### config.mk
export PLATFORM = sky130hd
export DESIGN_NAME = seq_gen_10110
export DESIGN_NICKNAME = d
export VERILOG_FILES = /design/src/rtl/seq_gen_10110.sv
export SDC_FILE = /design/constraint.sdc
export NUM_CORES = 1
export LEC_CHECK = 0
export CAP_MARGIN = 20
export CORE_ASPECT_RATIO = 0.7
export CORE_UTILIZATION = 35
export CTS_BUF_LIST = sky130_fd_sc_hd__clkbuf_16
export DETAILED_ROUTE_END_ITERATION = 7
export PLACE_DENSITY_LB_ADDON = 0.25
export SYNTH_ARGS = -nofsm -noshare
export SYNTH_HDL_FRONTEND = slang
export SYNTH_SLANG_ARGS = --single-unit
### constraint.sdc
create_clock -name clk -period 2 [get_ports clk]
set_clock_uncertainty 0.05 [all_clocks]
set_input_delay 0.2 -clock clk [delete_from_list [all_inputs] [get_ports clk]]
set_output_delay 0.2 -clock clk [all_outputs]
set_load 0.01 [all_outputs]
### src/rtl/seq_gen_10110.sv
// seq_gen_10110: serial pattern transmitter.
// Emits repeat_cnt copies of PATTERN MSB first, one bit per clock, either
// back-to-back, separated by GAP idle cycles, or overlapped by OVL_LEN bits.
// Every output is a flop; nothing is decoded combinationally.
module seq_gen_10110 #(
    parameter int                 PAT_LEN  = 5,
    parameter logic [PAT_LEN-1:0] PATTERN  = 5'b10110,
    parameter int                 OVL_LEN  = 2,
    parameter int                 GAP      = 2,
    parameter logic               IDLE_BIT = 1'b0,
    parameter int                 CNT_W    = 4
) (
    input  logic             clk,
    input  logic             reset,
    input  logic             start,
    input  logic [CNT_W-1:0] repeat_cnt,
    input  logic             overlap,
    input  logic             abort,
    output logic             out_data,
    output logic             out_valid,
    output logic             busy,
    output logic             done,
    output logic [CNT_W-1:0] copies_left,
    output logic [2:0]       state
);

    localparam logic [2:0] S_IDLE = 3'd0;
    localparam logic [2:0] S_SEND = 3'd1;
    localparam logic [2:0] S_GAP  = 3'd2;
    localparam logic [2:0] S_DONE = 3'd3;

    localparam int IDX_W = $clog2(PAT_LEN);
    // Gap counter runs GAP-1 down to 0; keep at least one bit when GAP<=1.
    localparam int GAP_W = (GAP > 1) ? $clog2(GAP) : 1;

    // First bit index of a fresh copy, and of a copy that shares its prefix
    // with the previous copy's suffix.
    localparam logic [IDX_W-1:0] IDX_TOP = IDX_W'(PAT_LEN - 1);
    localparam logic [IDX_W-1:0] IDX_OVL = IDX_W'(PAT_LEN - 1 - OVL_LEN);
    localparam logic [GAP_W-1:0] GAP_TOP = GAP_W'((GAP > 0) ? GAP - 1 : 0);

    logic [IDX_W-1:0] idx;
    logic [GAP_W-1:0] gap_cnt;
    logic             ovl_q;

    // Transmit FSM; outputs are registered alongside the state they describe.
    always_ff @(posedge clk or negedge reset) begin
        if (!reset) begin
            state       <= S_IDLE;
            idx         <= '0;
            gap_cnt     <= '0;
            ovl_q       <= 1'b0;
            copies_left <= '0;
            out_data    <= IDLE_BIT;
            out_valid   <= 1'b0;
            busy        <= 1'b0;
            done        <= 1'b0;
        end else begin
            done <= 1'b0;
            // Cancel wins over every other transition, but only mid-run.
            if (abort && (state == S_SEND || state == S_GAP)) begin
                state       <= S_IDLE;
                idx         <= '0;
                copies_left <= '0;
                out_data    <= IDLE_BIT;
                out_valid   <= 1'b0;
                busy        <= 1'b0;
            end else begin
                case (state)
                    S_IDLE: begin
                        // A zero count is not a run: stay idle.
                        if (start && repeat_cnt != '0) begin
                            state       <= S_SEND;
                            idx         <= IDX_TOP;
                            out_data    <= PATTERN[IDX_TOP];
                            out_valid   <= 1'b1;
                            busy        <= 1'b1;
                            copies_left <= repeat_cnt;
                            ovl_q       <= overlap;
                        end
                    end
                    S_SEND: begin
                        if (idx != '0) begin
                            idx      <= idx - 1'b1;
                            out_data <= PATTERN[idx - 1'b1];
                        end else if (copies_left > CNT_W'(1)) begin
                            copies_left <= copies_left - 1'b1;
                            if (ovl_q) begin
                                idx      <= IDX_OVL;
                                out_data <= PATTERN[IDX_OVL];
                            end else if (GAP > 0) begin
                                state     <= S_GAP;
                                gap_cnt   <= GAP_TOP;
                                out_data  <= IDLE_BIT;
                                out_valid <= 1'b0;
                            end else begin
                                idx      <= IDX_TOP;
                                out_data <= PATTERN[IDX_TOP];
                            end
                        end else begin
                            state       <= S_DONE;
                            copies_left <= '0;
                            out_data    <= IDLE_BIT;
                            out_valid   <= 1'b0;
                            done        <= 1'b1;
                        end
                    end
                    S_GAP: begin
                        if (gap_cnt == '0) begin
                            state     <= S_SEND;
                            idx       <= IDX_TOP;
                            out_data  <= PATTERN[IDX_TOP];
                            out_valid <= 1'b1;
                        end else begin
                            gap_cnt <= gap_cnt - 1'b1;
                        end
                    end
                    S_DONE: begin
                        state <= S_IDLE;
                        busy  <= 1'b0;
                    end
                    default: begin
                        state     <= S_IDLE;
                        out_data  <= IDLE_BIT;
                        out_valid <= 1'b0;
                        busy      <= 1'b0;
                    end
                endcase
            end
        end
    end

endmodule

# After elaboration in Yosys (flattened, before gate mapping)
# Memories as Yosys holds them, arrays and structs flattened.
# Index checks and enable logic that the tools add are counted.
word_totals:
  romBits: 8
  latchBits: 0
  ramBits: 0
  word_cells: 91
  output_inout_bits: 11
  register_bits: 16
  n_memories: 1
  inputBits: 9
classes:
  reduce_logical: 18
  shifts: 0
  n_lt_le_gt_ge: 2
  mul: 0
  n_addsub: 3
  eq_ne: 14
  n_mux: 43
  div_mod_pow: 0
  bitwise: 1
mem_list:
  columns: ["name", "words", "word_bits", "rd", "rd_ports_with_merged_regs", "wr", "line", "rtl"]
  rows:
  - ["(name not given)", 8, 1, 1, 0, 0, "85", "out_data <= PATTERN[idx - 1'b1];"]
ops:
  columns: ["op", "n"]
  rows:
  - ["two-way mux 3 bit", 12]
  - ["two-way mux 1 bit", 20]
  - ["one-hot mux 3 bit (3 select lines)", 2]
  - ["two-way mux 4 bit", 4]
  - ["AND reduction 5 bit", 3]
  - ["AND reduction 3 bit", 3]
  - ["one-hot mux 1 bit (4 select lines)", 2]
  - ["one-hot mux 4 bit (2 select lines)", 1]
  - ["nonzero test 4 bit", 2]
  - ["equality test 3 x 2 -> 1 bit, second input constant", 2]
  - ["inequality test 2 bit, second input constant", 3]
  - ["inequality test 3 bit, second input constant", 2]
  - ["nonzero test 3 bit", 2]
  - ["greater-than comparator 4 x 1 -> 1 bit, second input constant", 1]
  - ["less-than comparator 3 x 4 -> 1 bit, second input constant", 1]
  - ["inequality test 2 x 1 -> 1 bit, second input constant", 2]
  - ["inequality test 4 x 1 -> 1 bit, second input constant", 1]
  - ["inequality test 4 x 2 -> 1 bit, second input constant", 1]
  - ["inequality test 4 bit, second input constant", 1]
  - ["one-hot mux 1 bit (2 select lines)", 2]
  - ["AND reduction 4 bit", 1]
  - ["subtractor 4 x 1 -> 4 bit, second input constant", 1]
  - ["equality test 3 x 1 -> 1 bit, second input constant", 1]
  - ["logical NOT 3 bit", 1]
  - ["other kinds (9)", 10]

# Depth between registers and ports, before layout
depth:
  word_depth: 6
  depth_mapped: 8
  mapped_depth_nobuf: 8

# Least setup slack after synthesis
# Ideal clock, no wire load.
synth_path:
  path_type: "register to register"
  start: "register copies_left[0]"
  end: "register state[0]"
  path_slack_ps: -42
  setup_ps: 74
  t_arrival_ps: 1918
  period_less_slack_ps: 2042
  stages_incl_launch_ff: 9
  required_time_ps: 1876
  path_buffers: 1
  path_cell_list: "dfrtp_1 inv_1 ha_1 nor2_1 or3_1 buf_2 a311o_1 a211o_1 a21oi_2"
synth_between:
  elab_chain_cells: 5
  elab_cells_between_ends: 7
  classes_between: "order compare (1); eq/ne (1); mux (4); reduce/logical (1)"
synth_rtl:
  columns: ["item", "line", "rtl"]
  rows:
  - ["start: declaration", "23", "output logic [CNT_W-1:0] copies_left,"]
  - ["start signal: assignment", "78", "copies_left <= repeat_cnt;"]
  - ["start signal: assignment", "87", "copies_left <= copies_left - 1'b1;"]
  - ["greater-than comparator 4 x 1 -> 1 bit (*)", "86", "end else if (copies_left > CNT_W'(1)) begin"]
  - ["two-way mux 3 bit", "86", null]
  - ["two-way mux 3 bit", "83", "if (idx != '0) begin"]
  - ["one-hot mux 3 bit (3 select lines)", "69", "case (state)"]
  - ["two-way mux 3 bit", "61", "if (abort && (state == S_SEND || state == S_GAP)) begin"]
  - ["end signal: assignment", "62", "state <= S_IDLE;"]
  - ["end signal: assignment", "73", "state <= S_SEND;"]
  - ["end signal: assignment", "92", "state <= S_GAP;"]
  - ["end: declaration", "24", "output logic [2:0] state"]
# Mark *: on every way between the ends. The rest lies on a longest branch, timed or not. The select of a mux whose other input is x is not followed.
# A chain may end at the register's enable or synchronous reset.

# Final worst setup path
# Ends and elaborated chain as after synthesis.

==> impl_results.html <==
<table>
<tr><th>Metric</th><th>Value</th></tr>
<tr><th colspan="2">STA</th></tr>
<tr><td>Max Fclk</td><td>0.516 GHz</td></tr>
<tr><td>Final Hold Viols</td><td>0</td></tr>
<tr><td>Max-slew violation count</td><td>0</td></tr>
<tr><td>Hold Slack</td><td>329 ps</td></tr>
<tr><td>Setup TNS</td><td>0 ps</td></tr>
<tr><td>Fin crit share</td><td>0.968</td></tr>
<tr><td>Max_slew headroom</td><td>0.530</td></tr>
<tr><td>Transition at the pin with the smallest max-transition slack</td><td>702 ps</td></tr>
<tr><td>Setup violations, final</td><td>0</td></tr>
<tr><td>Clock period minus final worst setup slack</td><td>1940 ps</td></tr>
<tr><th colspan="2">Synthesis</th></tr>
<tr><td>Top cells by area in the synthesized netlist</td><td>sky130_fd_sc_hd__dfrtp_1 (38%), sky130_fd_sc_hd__ha_1 (11%), sky130_fd_sc_hd__a21oi_1 (5.0%)</td></tr>
<tr><td>Dominant cell type by area after synthesis</td><td>sky130_fd_sc_hd__dfrtp_1</td></tr>
<tr><td>Cell area after synthesis</td><td>997 µm²</td></tr>
<tr><td>Fraction of synthesis flops using an asynchronous set or reset pin</td><td>1.00</td></tr>
<tr><td>Mean area per synthesized cell</td><td>8.75 µm²</td></tr>
<tr><td>Flip-flop and latch count after synthesis</td><td>15</td></tr>
<tr><td>Synth cell types</td><td>40</td></tr>
<tr><td>Top_reg_cell synth</td><td>sky130_fd_sc_hd__dfrtp_1</td></tr>
<tr><td>Yosys warns</td><td>0</td></tr>
<tr><td>Seq/Total Area, Yosys</td><td>0.376</td></tr>
<tr><td>Number of nets in the synthesized netlist</td><td>132</td></tr>
<tr><td>Synth top area share</td><td>0.376</td></tr>
<tr><td>Number of cells produced by synthesis</td><td>114</td></tr>
<tr><td>EDFF count, synth</td><td>0</td></tr>
<tr><th colspan="2">Global routing</th></tr>
<tr><td>Overall track demand over capacity in global routing</td><td>0.194</td></tr>
<tr><td>Pin count of the biggest net entering global routing</td><td>16</td></tr>
<tr><td>Number of antenna violations at the first check in global routing</td><td>0</td></tr>
<tr><td>First-pass GRT wire length</td><td>4240 µm</td></tr>
<tr><td>Vias in the first global route</td><td>884</td></tr>
<tr><td>Overflow left after global routing</td><td>0</td></tr>
<tr><th colspan="2">Clock network</th></tr>
<tr><td>Hold Buf Count CTS</td><td>0</td></tr>
<tr><td>Insertion delay to the later sink of the worst-skew pair</td><td>250 ps</td></tr>
<tr><td>Root Driver</td><td>sky130_fd_sc_hd__clkbuf_16</td></tr>
<tr><td>Buffers from clock root to sink, at most</td><td>2</td></tr>
<tr><td>Number of levels the H-tree was split into</td><td>1</td></tr>
<tr><td>Total clock buffers created by CTS</td><td>3</td></tr>
<tr><td>Clock tree from TritonCTS</td><td>yes</td></tr>
<tr><td>Clock Sinks</td><td>15</td></tr>
<tr><td>Clock slew at the register clock pins of the worst setup and hold paths</td><td>50 ps</td></tr>
<tr><th colspan="2">Place</th></tr>
<tr><td>DP Wirelength</td><td>1840 µm</td></tr>
<tr><td>Placed Instance Area</td><td>1290 µm²</td></tr>
<tr><td>Weighted congestion reported at the end of routability-driven placement</td><td>0.893</td></tr>
<tr><td>Number of buffers added on ports</td><td>18</td></tr>
<tr><th colspan="2">Layout</th></tr>
<tr><td>Area of the multi-input gates</td><td>589 µm²</td></tr>
<tr><td>Total Nets Final</td><td>165</td></tr>
<tr><td>Ant. Diodes</td><td>0</td></tr>
<tr><td>Number of fillers in the final layout</td><td>223</td></tr>
<tr><td>Post-route standard cell area excluding fillers</td><td>1410 µm²</td></tr>
<tr><td>Register area</td><td>375 µm²</td></tr>
<tr><td>Area growth from synthesis to layout</td><td>41.3%</td></tr>
<tr><td>Proportion of layout cells with a drive suffix above 1</td><td>0.178</td></tr>
<tr><th colspan="2">Worst setup path</th></tr>
<tr><td>Cell type group with the largest total delay on the critical path</td><td>compound AO/OA/AOI/OAI gates</td></tr>
<tr><td>CP startpoint</td><td>copies_left[0]$_DFFE_PN0P_</td></tr>
<tr><td>WS Path Type</td><td>reg2reg</td></tr>
<tr><td>Critical R2R Launch</td><td>copies_left[0]$_DFFE_PN0P_</td></tr>
<tr><td>Cell with the biggest individual delay on the critical path</td><td>sky130_fd_sc_hd__dfrtp_1</td></tr>
<tr><td>Worst endpoint data arrival time</td><td>2070 ps</td></tr>
<tr><td>Ordered cell list for the critical path</td><td>inv_2 -&gt; ha_4 -&gt; nor2_1 -&gt; or3_4 -&gt; a311o_1 -&gt; a211o_1 -&gt; a21oi_2</td></tr>
<tr><td>Sort of element at the end of the critical path</td><td>flip-flop</td></tr>
<tr><td>Worst path required time</td><td>2130 ps</td></tr>
<tr><td>Crit path launch type</td><td>flip-flop</td></tr>
<tr><td>Largest stage delay, worst path</td><td>410 ps</td></tr>
<tr><td>Maximum net fanout on the critical path</td><td>4</td></tr>
<tr><td>Buffering stage count on the worst path with inverters included</td><td>1</td></tr>
<tr><th colspan="2">Pwr</th></tr>
<tr><td>Static Leak</td><td>0.000633 µW</td></tr>
<tr><td>Total power divided by cell area</td><td>1680 nW/µm²</td></tr>
<tr><td>Max IR drop VDD</td><td>0.762 mV</td></tr>
<tr><th colspan="2">Detailed routing</th></tr>
<tr><td>DRT Pass-1 Iters</td><td>4</td></tr>
<tr><td>DRC Markers</td><td>0</td></tr>
<tr><td>Detailed router's first-iteration violation count</td><td>37</td></tr>
<tr><td>Detail-routed via count per cell</td><td>5.30</td></tr>
<tr><td>Vias</td><td>954</td></tr>
<tr><td>DRT Wirelength</td><td>2500 µm</td></tr>
<tr><td>Final routed wire length divided by cell count</td><td>13.9 µm</td></tr>
<tr><td>Routed Antenna Nets</td><td>0</td></tr>
<tr><th colspan="2">Worst hold path</th></tr>
<tr><td>Min-Delay Path Class</td><td>in2async</td></tr>
<tr><th colspan="2">Floorplan</th></tr>
<tr><td>Starting Density</td><td>0.388</td></tr>
<tr><td>Io pins</td><td>20</td></tr>
<tr><td>Die outline area</td><td>3070 µm²</td></tr>
<tr><td>Floorplan row count</td><td>15</td></tr>
<tr><td>Floorplan Core Area</td><td>2570 µm²</td></tr>
<tr><td>Die outline width</td><td>65.8 µm</td></tr>
<tr><td>Chip Height</td><td>46.7 µm</td></tr>
<tr><th colspan="2">Flow run</th></tr>
<tr><td>Count of maximum capacitance violations</td><td>0</td></tr>
<tr><th colspan="2">Outcome</th></tr>
<tr><td>Run status</td><td>finished, final reports clean</td></tr>
</table>
-- stage by stage --
step           setup WS, ps  utilization  total power (µW)  cells
2_1_floorplan         -3.19            -              1350    114
3_3_place_gp          -49.4        0.503              1860    175
3_5_place_dp          -64.9        0.503              1880    175
4_1_cts                54.8        0.535              2300    179
5_1_grt               -1.10        0.548              2580    180
6_report               63.1        0.548              2370    180
-- registers in the layout (all words and copies together), names as in the netlist --
signal	count
out_data	1
idx	3
ovl_q	1
state	2
copies_left	4
out_valid	1
busy	1
done	1
gap_cnt	1
-- area by class of cell --
| type | instances | share of cell area |
|---|---|---|
| sequential | 15 | 0.266 |
| timing repair buffer | 31 | 0.197 |
| clock buffer | 3 | 0.0533 |
| clock inverter | 1 | 0.00266 |
| multi-input combinational | 84 | 0.418 |
| tap | 34 | 0.0302 |
| inverter | 12 | 0.0320 |
-- cells by family after synthesis --
| logic type | count (synthesis) | synth area share |
|---|---|---|
| xor+xnor | 2 | 0.0176 |
| simple gates | 35 | 0.163 |
| mux | 1 | 0.0113 |
| fa+ha+maj | 9 | 0.113 |
| compound gates | 36 | 0.253 |
| buf+inv | 15 | 0.0615 |
| other cells | 1 | 0.00376 |
| flops | 15 | 0.376 |
-- synthesized netlist by cell type (all sizes together) (2+ instances only) --
cell type	count
inv	11
ha	9
nor3	5
dfrtp	15
a22o	2
nor2	9
nand2	12
a21oi	11
o21ai	6
o31a	2
a21o	2
nor2b	2
buf	2
or3	2
-- report_power, final --
group	internal [µW]	leakage [µW]	total, µW	switching, µW
Sequential	425	0.000186	536	110
Combinational	719	0.000404	1450	731
Clock	265	0.0000423	388	123
-- worst reg2reg max path, stage by stage, from the launching register on --
cell and delay (ps):
sky130_fd_sc_hd__dfrtp_1 410, sky130_fd_sc_hd__inv_2 90, sky130_fd_sc_hd__ha_4 140, sky130_fd_sc_hd__nor2_1 50, sky130_fd_sc_hd__or3_4 330, sky130_fd_sc_hd__a311o_1 410, sky130_fd_sc_hd__a211o_1 260, sky130_fd_sc_hd__a21oi_2 130
-- cells in the final DEF, fill, tap and decap left out, types with 2 or more instances in the layout --
master / instances
sky130_fd_sc_hd__a22o_1: 2
sky130_fd_sc_hd__inv_1: 10
sky130_fd_sc_hd__inv_2: 2
sky130_fd_sc_hd__buf_4: 13
sky130_fd_sc_hd__o31a_1: 2
sky130_fd_sc_hd__a21o_1: 2
sky130_fd_sc_hd__nor3_1: 5
sky130_fd_sc_hd__nor2b_1: 2
sky130_fd_sc_hd__clkdlybuf4s50_1: 18
sky130_fd_sc_hd__ha_1: 7
sky130_fd_sc_hd__a21oi_2: 2
sky130_fd_sc_hd__o21ai_0: 6
sky130_fd_sc_hd__a21oi_1: 9
sky130_fd_sc_hd__nand2_1: 12
sky130_fd_sc_hd__nor2_1: 9
sky130_fd_sc_hd__clkbuf_16: 3
sky130_fd_sc_hd__dfrtp_1: 15
-- timing repair --
action,CTS,global route
setup endpoints to repair,1,11
setup buffers,0,1
resized for setup,1,7
pin swaps,0,1
-- metal layers --
layer | share of wire | routed length, µm | GRT usage | up-vias
li1 | - | - | - | 463
met1 | 0.49 | 1220 | 0.279 | 449
met2 | 0.42 | 1040 | 0.280 | 38
met3 | 0.086 | 215 | 0.0644 | 4
met4 | 0.0064 | 16 | 0.0435 | 0
met5 | 0 | 0 | 0 | -
-- worst paths after layout --
path / endpoint / slack, ps / depth (start not counted)
worst min register to register: out_data$_DFFE_PN0P_ / 420 / 2
max in group asynchronous: ovl_q$_DFFE_PN0P_ / 1130 / 1
min in group clk: out_data$_DFFE_PN0P_ / 420 / 2
worst max-delay path: state[0]$_DFFE_PN0P_ / 60 / 7
worst min-delay path: idx[0]$_DFFE_PN0P_ / 330 / 1
worst max register to register: state[0]$_DFFE_PN0P_ / 60 / 7
No activity file was read; power rests on OpenSTA's default activity.
